`config.mk`:
```
export PLATFORM = sky130hd
export DESIGN_NAME = clock_time_ctrl_flat
export DESIGN_NICKNAME = d
export VERILOG_FILES = /design/src/rtl/clock_time_ctrl_if.sv /design/src/rtl/clock_time_ctrl.sv /design/src/flat_wrapper.sv
export SDC_FILE = /design/constraint.sdc
export NUM_CORES = 1
export LEC_CHECK = 0
export ABC_AREA = 0
export CAP_MARGIN = 30
export CORE_UTILIZATION = 55
export CTS_BUF_LIST = sky130_fd_sc_hd__clkbuf_8
export CTS_CLUSTER_SIZE = 16
export DETAILED_ROUTE_END_ITERATION = 8
export PLACE_DENSITY = 0.77
export SLEW_MARGIN = 20
export SYNTH_ARGS = -nofsm -noshare
export SYNTH_HDL_FRONTEND = slang
export SYNTH_SLANG_ARGS = --single-unit
```
`constraint.sdc`:
```
create_clock -name clk -period 2.7 [get_ports clk]
set_input_delay 0.81 -clock clk [delete_from_list [all_inputs] [get_ports clk]]
set_output_delay 0.81 -clock clk [all_outputs]
set_load 0.005 [all_outputs]
```
`src/rtl/clock_time_ctrl_if.sv`:
```
// Panel-side signal bundle of the clock controller: buttons and format switch in,
// time fields, tick, mode and digit blank mask out.
interface clock_time_ctrl_if;
    logic       btn_mode;
    logic       btn_inc;
    logic       switch;
    logic       tick;
    logic [1:0] mode;
    logic [4:0] hour;
    logic [4:0] disp_hour;
    logic       pm;
    logic [5:0] minute;
    logic [5:0] second;
    logic [5:0] blank;

    modport master (
        output btn_mode, btn_inc, switch,
        input  tick, mode, hour, disp_hour, pm, minute, second, blank
    );

    modport slave (
        input  btn_mode, btn_inc, switch,
        output tick, mode, hour, disp_hour, pm, minute, second, blank
    );
endinterface

```
`src/rtl/clock_time_ctrl.sv`:
```
// HH:MM:SS timekeeper: 1 Hz prescaler, button-driven set mode, 12/24 h display hour and blink mask.
// Define CLOCK_TIME_CTRL_DEBOUNCE_EN to add a stable-level debounce on both buttons.
module clock_time_ctrl #(
    parameter int CLK_HZ          = 50_000_000,
    parameter int BLINK_HZ        = 2,
    parameter int DEBOUNCE_CYCLES = 500_000
) (
    input  logic             clk,
    input  logic             reset,
    clock_time_ctrl_if.slave bus
);

    typedef enum logic [1:0] {
        RUN      = 2'd0,
        SET_HOUR = 2'd1,
        SET_MIN  = 2'd2,
        SET_SEC  = 2'd3
    } mode_e;

    localparam int                 PRE_W       = (CLK_HZ > 1) ? $clog2(CLK_HZ) : 1;
    localparam logic [PRE_W-1:0]   PRE_MAX     = PRE_W'(CLK_HZ - 1);
    localparam int                 HALF_PERIOD = CLK_HZ / (2 * BLINK_HZ);
    localparam int                 BLK_W       = (HALF_PERIOD > 1) ? $clog2(HALF_PERIOD) : 1;
    localparam logic [BLK_W-1:0]   BLK_MAX     = BLK_W'(HALF_PERIOD - 1);

    if (CLK_HZ < 2 || BLINK_HZ < 1 || HALF_PERIOD < 1 || DEBOUNCE_CYCLES < 1) begin : g_param_check
        $error("clock_time_ctrl: need CLK_HZ >= 2*BLINK_HZ, BLINK_HZ >= 1, DEBOUNCE_CYCLES >= 1");
    end

    // Button path: bit 1 = mode, bit 0 = inc.
    logic [1:0] btn_meta;
    logic [1:0] btn_sync;
    logic [1:0] btn_level;
    logic [1:0] btn_prev;
    logic [1:0] btn_pulse;

    // NOTE: sequential state uses non-blocking assignments so every flop samples pre-edge values.
    always_ff @(posedge clk or negedge reset) begin
        if (!reset) begin
            btn_meta <= '0;
            btn_sync <= '0;
        end else begin
            btn_meta <= {bus.btn_mode, bus.btn_inc};
            btn_sync <= btn_meta;
        end
    end

`ifdef CLOCK_TIME_CTRL_DEBOUNCE_EN
    localparam int              DB_W   = (DEBOUNCE_CYCLES > 1) ? $clog2(DEBOUNCE_CYCLES) : 1;
    localparam logic [DB_W-1:0] DB_MAX = DB_W'(DEBOUNCE_CYCLES - 1);

    logic [1:0][DB_W-1:0] db_cnt;

    // The accepted level follows the synchronized input only after it has differed for DEBOUNCE_CYCLES edges.
    always_ff @(posedge clk or negedge reset) begin
        if (!reset) begin
            db_cnt    <= '0;
            btn_level <= '0;
        end else begin
            for (int i = 0; i < 2; i++) begin
                if (btn_sync[i] == btn_level[i]) begin
                    db_cnt[i] <= '0;
                end else if (db_cnt[i] == DB_MAX) begin
                    db_cnt[i]    <= '0;
                    btn_level[i] <= btn_sync[i];
                end else begin
                    db_cnt[i] <= db_cnt[i] + DB_W'(1);
                end
            end
        end
    end
`else
    assign btn_level = btn_sync;
`endif

    always_ff @(posedge clk or negedge reset) begin
        if (!reset) begin
            btn_prev <= '0;
        end else begin
            btn_prev <= btn_level;
        end
    end

    assign btn_pulse = btn_level & ~btn_prev;

    logic mode_pulse;
    logic inc_pulse;
    assign mode_pulse = btn_pulse[1];
    assign inc_pulse  = btn_pulse[0];

    // Timekeeping and set-mode state.
    mode_e            mode_q;
    mode_e            mode_next;
    logic [PRE_W-1:0] pre_cnt;
    logic [BLK_W-1:0] blk_cnt;
    logic             phase;
    logic [4:0]       hour_q;
    logic [5:0]       minute_q;
    logic [5:0]       second_q;
    logic             tick_c;
    logic             enter_set;
    logic             inc_accept;

    // NOTE: every variable written in always_comb gets a default first, so no latch can be inferred.
    always_comb begin
        mode_next = RUN;
        case (mode_q)
            RUN:      mode_next = SET_HOUR;
            SET_HOUR: mode_next = SET_MIN;
            SET_MIN:  mode_next = SET_SEC;
            SET_SEC:  mode_next = RUN;
            default:  mode_next = RUN;
        endcase
    end

    assign tick_c     = (mode_q == RUN) && (pre_cnt == PRE_MAX);
    assign enter_set  = mode_pulse && (mode_next != RUN);
    // A mode pulse swallows a coincident inc pulse.
    assign inc_accept = inc_pulse && !mode_pulse && (mode_q != RUN);

    always_ff @(posedge clk or negedge reset) begin
        if (!reset) begin
            mode_q   <= RUN;
            pre_cnt  <= '0;
            blk_cnt  <= '0;
            phase    <= 1'b1;
            hour_q   <= '0;
            minute_q <= '0;
            second_q <= '0;
        end else begin
            if (mode_q != RUN || mode_pulse || pre_cnt == PRE_MAX) begin
                pre_cnt <= '0;
            end else begin
                pre_cnt <= pre_cnt + PRE_W'(1);
            end

            if (enter_set || inc_accept) begin
                blk_cnt <= '0;
                phase   <= 1'b1;
            end else if (blk_cnt == BLK_MAX) begin
                blk_cnt <= '0;
                phase   <= ~phase;
            end else begin
                blk_cnt <= blk_cnt + BLK_W'(1);
            end

            if (mode_pulse) begin
                mode_q <= mode_next;
            end

            // Ticks only happen in RUN and accepted incs only in SET states, so the two never collide.
            if (tick_c) begin
                if (second_q == 6'd59) begin
                    second_q <= '0;
                    if (minute_q == 6'd59) begin
                        minute_q <= '0;
                        hour_q   <= (hour_q == 5'd23) ? 5'd0 : hour_q + 5'd1;
                    end else begin
                        minute_q <= minute_q + 6'd1;
                    end
                end else begin
                    second_q <= second_q + 6'd1;
                end
            end else if (inc_accept) begin
                case (mode_q)
                    SET_HOUR: hour_q   <= (hour_q == 5'd23)   ? 5'd0 : hour_q + 5'd1;
                    SET_MIN:  minute_q <= (minute_q == 6'd59) ? 6'd0 : minute_q + 6'd1;
                    SET_SEC:  second_q <= '0;
                    default:  ;
                endcase
            end
        end
    end

    // Display hour: 12 h format shows 0 and 12 as 12.
    logic [4:0] disp_hour_c;
    always_comb begin
        disp_hour_c = hour_q;
        if (bus.switch) begin
            if (hour_q == 5'd0) begin
                disp_hour_c = 5'd12;
            end else if (hour_q > 5'd12) begin
                disp_hour_c = hour_q - 5'd12;
            end
        end
    end

    logic [5:0] blank_c;
    always_comb begin
        blank_c = '0;
        case (mode_q)
            SET_HOUR: blank_c[5:4] = {2{~phase}};
            SET_MIN:  blank_c[3:2] = {2{~phase}};
            SET_SEC:  blank_c[1:0] = {2{~phase}};
            default:  blank_c      = '0;
        endcase
    end

    assign bus.tick      = tick_c;
    assign bus.mode      = mode_q;
    assign bus.hour      = hour_q;
    assign bus.disp_hour = disp_hour_c;
    assign bus.pm        = (hour_q >= 5'd12);
    assign bus.minute    = minute_q;
    assign bus.second    = second_q;
    assign bus.blank     = blank_c;

endmodule

```
`src/flat_wrapper.sv`:
```
// flat-port wrapper written by rule: the top's interface ports become plain ports
module clock_time_ctrl_flat 
#(
    parameter int CLK_HZ          = 50_000_000,
    parameter int BLINK_HZ        = 2,
    parameter int DEBOUNCE_CYCLES = 500_000
)
  (clk, reset, bus_btn_mode, bus_btn_inc, bus_switch, bus_tick, bus_mode, bus_hour, bus_disp_hour, bus_pm, bus_minute, bus_second, bus_blank);
  clock_time_ctrl_if bus_i ();
  input  logic clk;
  input  logic reset;
  input wire logic [$bits(bus_i.btn_mode)-1:0] bus_btn_mode;
  input wire logic [$bits(bus_i.btn_inc)-1:0] bus_btn_inc;
  input wire logic [$bits(bus_i.switch)-1:0] bus_switch;
  output wire logic [$bits(bus_i.tick)-1:0] bus_tick;
  output wire logic [$bits(bus_i.mode)-1:0] bus_mode;
  output wire logic [$bits(bus_i.hour)-1:0] bus_hour;
  output wire logic [$bits(bus_i.disp_hour)-1:0] bus_disp_hour;
  output wire logic [$bits(bus_i.pm)-1:0] bus_pm;
  output wire logic [$bits(bus_i.minute)-1:0] bus_minute;
  output wire logic [$bits(bus_i.second)-1:0] bus_second;
  output wire logic [$bits(bus_i.blank)-1:0] bus_blank;
  assign bus_i.btn_mode = bus_btn_mode;
  assign bus_i.btn_inc = bus_btn_inc;
  assign bus_i.switch = bus_switch;
  assign bus_tick = bus_i.tick;
  assign bus_mode = bus_i.mode;
  assign bus_hour = bus_i.hour;
  assign bus_disp_hour = bus_i.disp_hour;
  assign bus_pm = bus_i.pm;
  assign bus_minute = bus_i.minute;
  assign bus_second = bus_i.second;
  assign bus_blank = bus_i.blank;
  clock_time_ctrl #(.CLK_HZ(CLK_HZ), .BLINK_HZ(BLINK_HZ), .DEBOUNCE_CYCLES(DEBOUNCE_CYCLES)) u_core (.clk(clk), .reset(reset), .bus(bus_i));
endmodule
```
==> summary.txt <==
Status
  – Status: completed

Die
  – FP Rows: 30
  – Die H: 87.2 microns
  – Initial Util: 57.8%
  – Die Wd: 87.2 microns
  – Core ar.: 6910 sq um
  – # IOs: 37
  – Die ar.: 7610 sq um

Logic synthesis
  – Count of flip-flops with a built-in enable after synthesis: 0
  – Synth warn: 0
  – Synthesized cell area: 4000 sq um
  – Synth top area cells: dfrtp_1 (47%), xor2_1 (7.5%), nor2_1 (6.4%)
  – Synth area leader: dfrtp_1
  – Synth Register Bits: 76
  – Syn avg cell area: 9.65 sq um
  – Most frequent cell after synthesis: dfrtp_1
  – Post-synth ARST share: 100%
  – Most common library cells after synthesis: dfrtp_1 (75), nor2_1 (68), xor2_1 (34)
  – Register area share after synthesis: 47.6%
  – Synth top area share: 47.0%
  – Synth Flop Type: dfrtp_1
  – Syn_nets: 433
  – Cell variety after synth: 47
  – Synth Instances: 414

Placed design
  – Placed cells: 561
  – Final GP Congestion: 0.828
  – HPWL after detailed placement: 5880 microns
  – IO Port Bufs: 36

Global route
  – First-pass GRT wire length: 14200 microns
  – Grt total ovfl: 0
  – Total Routing Usage GR: 24.3%
  – Vias in the first global route: 3070
  – Pin count of the biggest net entering global routing: 35
  – Initial antenna violation count: 0

Worst setup path
  – Max FO, Critical Path: 2
  – Worst R2R End: u_core.bus.minute[1]
  – Crit path to: bus_tick
  – Worst EP arrival: 1.82 ns
  – Setup CP Type: register to output pin
  – Setup crit start kind: register
  – Critical path launch point: u_core.bus.mode[0]
  – Depth of the most critical reg-to-reg path: 8
  – Crit path capture type: output pin
  – Crit path required time: 1.89 ns
  – Reg2reg start: u_core.bus.mode[0]
  – Flop2flop setup slack: 0.27 ns

Timing
  – Fin crit share: 97.2%
  – RSZ-0062 raised after global routing: true
  – # setup viols final: 0
  – Worst Skew: 0.0112 ns
  – Fmax: 381 MHz
  – Slew at the pin closest to its max-slew limit: 0.713 ns
  – Clock period minus worst slack: 2.63 ns
  – Final hold viol count: 0
  – Max transition margin: 52.0%
  – Fin. max-slew vios: 0

Detailed routing
  – Vias: 3208
  – Final WL: 8440 microns
  – DRT Pass-1 Iters: 6
  – Via density: 5.51
  – # DRC: 0
  – M1 WL: 3850 microns
  – Met2 wire length: 4130 microns
  – Uppermost layer routed: met4
  – WL met3: 317 microns
  – Average wire per cell in the routed design: 14.5 microns
  – Drt first-iter violations: 177
  – Post-DRT Antenna Nets: 0

Layout
  – Synth-to-layout area growth: 24.1%
  – Final net count: 500
  – Ratio of cells with drive above 1 in the final layout: 15.4%
  – Non-filler instance count after layout: 582
  – Layout Utilization: 71.8%
  – Antenna diode count: 0

Power
  – Sw Share: 27.4%
  – Internal Power: 0.00242 W
  – Sequential power share: 39.7%
  – Comb pwr share: 26.1%
  – P_sw: 0.000913 W
  – Power per cell area: 673 nW/um^2
  – Worst vdd ir: 314 uV
  – Clock power share: 34.2%
  – Leakage: 2.22 nW

Worst hold path
  – Min-delay worst type: register to register

Clock network
  – H-tree depth: 3
  – CTS tree: yes
  – CTS root buf: clkbuf_8
  – Cts bufs inserted: 9
  – TritonCTS Sinks: 76
  – Clock Tree Buf Depth: 2
  – Hold Buf Count CTS: 0
  – Clk Latency, worst-skew pair: 0.34 ns
  – CTS clk-pin slew, worst paths: 0.07 ns

Job
  – Number of max-cap violations: 0
[worst min-delay path by stage]
| stage | from | endpoint | cells past startpoint |
|---|---|---|---|
| after floorplan | u_core.btn_meta[0] | u_core.btn_level[0] | 0 |
| after detailed placement | u_core.btn_meta[1] | u_core.btn_level[1] | 0 |
| after global placement | u_core.btn_meta[1] | u_core.btn_level[1] | 0 |
| after global routing | u_core.btn_meta[0] | u_core.btn_level[0] | 0 |
| after CTS | u_core.btn_meta[1] | u_core.btn_level[1] | 0 |
| final | u_core.btn_meta[1] | u_core.btn_level[1] | 0 |
[power by group through the flow]
stage / Clock [W] / Sequential, W / Combinational [W]
3_3_place_gp: 0 / 0.00135 / 0.000802
5_1_grt: 0.00121 / 0.00134 / 0.000973
3_5_place_dp: 0 / 0.00135 / 0.000826
6_report: 0.00114 / 0.00133 / 0.000869
2_1_floorplan: 0 / 0.00135 / 0.000389
4_1_cts: 0.00115 / 0.00133 / 0.000809
[stage by stage]
stage | hold slack, ns | area [sq um] | total power, W | setup TNS [ns] | setup slack, ns
3_5_place_dp | 0.335 | 4640 | 0.00218 | -1.98 | -0.483
4_1_cts | 0.352 | 4910 | 0.00329 | -0.0541 | -0.0541
3_3_place_gp | 0.337 | 4640 | 0.00215 | -1.64 | -0.366
6_report | 0.349 | 4960 | 0.00334 | 0 | 0.0744
2_1_floorplan | 0.331 | 4000 | 0.00174 | 0 | 0.299
5_1_grt | 0.358 | 4960 | 0.00352 | -0.0143 | -0.0143
[critical path, stage by stage, from the launching register on]
cell and delay [ns]:
dfrtp_1 0.38, inv_1 0.08, ha_2 0.18, inv_1 0.04, or4b_4 0.56, nor2_4 0.12
buf_2 0.13
[cell usage in the layout (no fill, tap or decap), types with 3 or more instances in the layout]
| cell | instances |
|---|---|
| nor4b_1 | 5 |
| ha_1 | 12 |
| clkbuf_8 | 10 |
| buf_4 | 34 |
| nor3_1 | 9 |
| inv_1 | 11 |
| dfrtp_1 | 73 |
| nor2b_1 | 3 |
| nand2_1 | 32 |
| xor2_1 | 34 |
| nand2b_1 | 4 |
| and3_1 | 15 |
| and4_1 | 3 |
| nand3_1 | 28 |
| nand4_1 | 16 |
| clkdlybuf4s50_1 | 28 |
| nor4_1 | 4 |
| a21oi_1 | 4 |
| nor2_1 | 66 |
| a22o_1 | 3 |
| bufinv_16 | 4 |
| o21ai_0 | 15 |
| dlygate4sd2_1 | 5 |
| xnor2_1 | 16 |
[per-layer routing]
layer / global-route usage [%] / vias to the layer above
met5: 0 / -
met4: 11.2 / 0
met3: 3.70 / 14
met2: 39.9 / 69
met1: 32.0 / 1572
li1: - / 1553
[cell families (layout without fill, tap and decap cells)]
family	after synthesis	in the layout	share of synthesized area, %
AO/OA/AOI/OAI	34	34	5.57
adder cells (fa/ha/maj)	14	14	4.38
flip-flops	76	76	47.6
XOR/XNOR	50	50	11.0
multiplexers	7	7	2.10
buffers and inverters	25	97	2.69
AND/OR/NAND/NOR	208	208	26.7
[state kept, by name, summed over array words and instances, names as in the netlist, 5 cells and up]
register and flops:
u_core.bus.minute 6, u_core.bus.hour 5, u_core.pre_cnt 26, u_core.blk_cnt 24
u_core.bus.second 6
[area by class of cell]
cell class	count	area [sq um]
Clock buffer	10	138
Tap cell	96	120
Timing Repair Buffer	70	609
Clock inverter	6	128
Inverter	11	41.3
Fill cell	526	1950
Multi-Input combinational cell	313	2020
Sequential cell	76	1910
[timing repair]
item	CTS	global route
gates resized for setup	19	10
setup endpoints to repair	6	6
hold endpoints to repair	0	0
gates cloned	0	0
pin swaps	3	1
buffers inserted	1	4
No activity file was read; power rests on OpenSTA's default activity.
==> RTL edit, RTL diff (same flow settings) <==
Build with the macro `CLOCK_TIME_CTRL_DEBOUNCE_EN` defined.
--- a/src/rtl/clock_time_ctrl.sv
+++ b/src/rtl/clock_time_ctrl.sv
@@ -1,4 +1,6 @@
 // HH:MM:SS timekeeper: 1 Hz prescaler, button-driven set mode, 12/24 h display hour and blink mask.
 // Define CLOCK_TIME_CTRL_DEBOUNCE_EN to add a stable-level debounce on both buttons.
+`define CLOCK_TIME_CTRL_DEBOUNCE_EN
+
 module clock_time_ctrl #(
     parameter int CLK_HZ          = 50_000_000,
Formal check against the unedited RTL: not equivalent (a bounded check fails within 4 cycles, from zero or initial values and one cycle with reset low).
==> RTL edit against the original RTL <==
Synthesized area grew 47%. Worst setup slack lost 0.035 ns. Maximum frequency shrank 1.3%. Wire length grew 53%. Sequential cell count grew 40. Power grew 12%. Count of clock-buffer cells in the layout grew 11. Cell area grew 48%. Synthesized cell count grew 44%. Global-route usage shrank 0.87 points. First-iteration DRC count grew 25%. Critical path type unchanged. Critical endpoint is now bus_blank[5].
==> RTL edit: results (changes against the original RTL) <==
| Metric | Value |
|---|---|
| H-tree Lvls | 4 (was 3) |
| Routability cong. | 0.845 (was 0.828) |
| CP max FO | 6 (was 2) |
| Pre-antenna DRT Iters | 5 (was 6) |
| Placement Setup Slack | -0.474 ns (was -0.483 ns) |
| Global Route Usage Sum | 23.5% (was 24.3%) |
| Max_slew headroom | 49.1% (was 52.0%) |
| Top flop regs | u_core.db_cnt (38), u_core.pre_cnt (26), u_core.blk_cnt (24) (was u_core.pre_cnt (26), u_core.blk_cnt (24)) |
| Drt via density | 5.67 (was 5.51) |
| Top FF cell, synth | dfrtp_1 (unchanged) |
| Placed cells | 767 (was 561) |
| Skew-Pair Late Insertion Delay | 0.42 ns (was 0.34 ns) |
| Final nets | 703 (was 500) |
| Worst EP arrival | 1.85 ns (was 1.82 ns) |
| Crit-path max cell delay | 0.50 ns (was 0.56 ns) |
| P_sw | 0.778 mW (was 0.913 mW) |
| Top delay family on crit path | buffers and inverters (was simple AND/OR/NAND/NOR gates) |
| Syn_nets | 616 (was 433) |
| Layout cells sized above 1 | 19.9% (was 15.4%) |
| First-pass GRT wire length | 20,700 um (was 14,200 um) |
| Mapped Cells | 595 (was 414) |
| CTS buffer count | 17 (was 9) |
| Seq/Total Area, Yosys | 49.3% (was 47.6%) |
| Maximum vdd drop | 0.269 mV (was 0.314 mV) |
| Status | complete, no violations (unchanged) |
| Final WL | 12,900 um (was 8440 um) |
| Largest net degree at the start of global routing | 51 (was 35) |
| Synth top cells by count | dfrtp_1 (115), nor2_1 (113), xor2_1 (51) (was dfrtp_1 (75), nor2_1 (68), xor2_1 (34)) |
| Pleak | 3.44 nW (was 2.22 nW) |
[RTL edit: changes by cell type after synthesis, sizes merged, moves of 7 or more]
| cell | before | now |
|---|---|---|
| nand4 | 17 | 27 |
| xnor2 | 16 | 32 |
| nor2 | 69 | 113 |
| dfrtp | 75 | 115 |
| nand3 | 28 | 43 |
| xor2 | 34 | 51 |
| buf | 5 | 12 |
[RTL edit: power by group through the flow]
stage          sequential [mW]  combinational, mW  clock (mW)
2_1_floorplan             1.79             0.0250           0
3_3_place_gp              1.79             0.0787           0
3_5_place_dp              1.79             0.0811           0
4_1_cts                   1.76             0.0806        1.94
5_1_grt                   1.76             0.0910        2.02
6_report                  1.76             0.0775        1.92
[RTL edit: worst reg2reg max path, stage by stage (launching register included)]
cell and delay [ns]:
dfrtp_1 0.42, nor4b_4 0.33, nand2_2 0.11, buf_6 0.13, buf_4 0.12, buf_4 0.12
buf_4 0.12, buf_4 0.12, buf_4 0.12, buf_4 0.13, buf_4 0.13, o311ai_4 0.25
buf_6 0.18, clkbuf_16 0.16, a21oi_1 0.04
[RTL edit: kinds of logic after synthesis]
group | Yosys count | synth area share (%)
adders and majority gates | 16 | 3.40
buffers and inverters | 33 | 2.59
DFF | 116 | 49.3
muxes | 10 | 1.93
AOI/OAI and AO/OA | 37 | 4.23
xor gates and xnor gates | 83 | 12.3
and+or+nand+nor | 300 | 26.2
[RTL edit: cell type report]
| cell class | count | area [sq um] |
|---|---|---|
| Clock buffer | 21 | 289 |
| Tap cell | 136 | 170 |
| Timing Repair Buffer | 84 | 791 |
| Inverter | 17 | 63.8 |
| Clock inverter | 11 | 198 |
| Fill cell | 699 | 3030 |
| Multi-Input combinational cell | 446 | 2920 |
| Sequential cell | 116 | 2910 |
[RTL edit: metal layers]
layer | share of wire (%) | track usage (%)
met4 | 2.0 | 9.46
met5 | 0 | 0
met1 | 43 | 30.0
met2 | 50 | 38.3
met3 | 4.8 | 5.88
[RTL edit: final timing paths]
| path | endpoint | cells after the start | from | slack, ns |
|---|---|---|---|---|
| hold / removal | u_core.btn_sync[1] | 0 | u_core.btn_meta[1] | 0.36 |
| setup reg to reg | u_core.pre_cnt[25] | 14 | u_core.pre_cnt[7] | 0.11 |
| setup / recovery | bus_blank[5] | 4 | u_core.bus.mode[1] | 0.04 |
| hold reg to reg | u_core.btn_sync[1] | 0 | u_core.btn_meta[1] | 0.36 |
| min in group asynchronous | u_core.blk_cnt[8] | 1 | reset | 0.42 |
| max in group asynchronous | u_core.db_cnt[4] | 2 | reset | 1.64 |
[RTL edit: metrics by stage]
| stage | hold WS [ns] | area [sq um] |
|---|---|---|
| after floorplan | 0.331 | 5890 |
| after global placement | 0.343 | 6470 |
| after detailed placement | 0.336 | 6470 |
| after CTS | 0.353 | 7200 |
| after global routing | 0.377 | 7340 |
| final | 0.355 | 7340 |
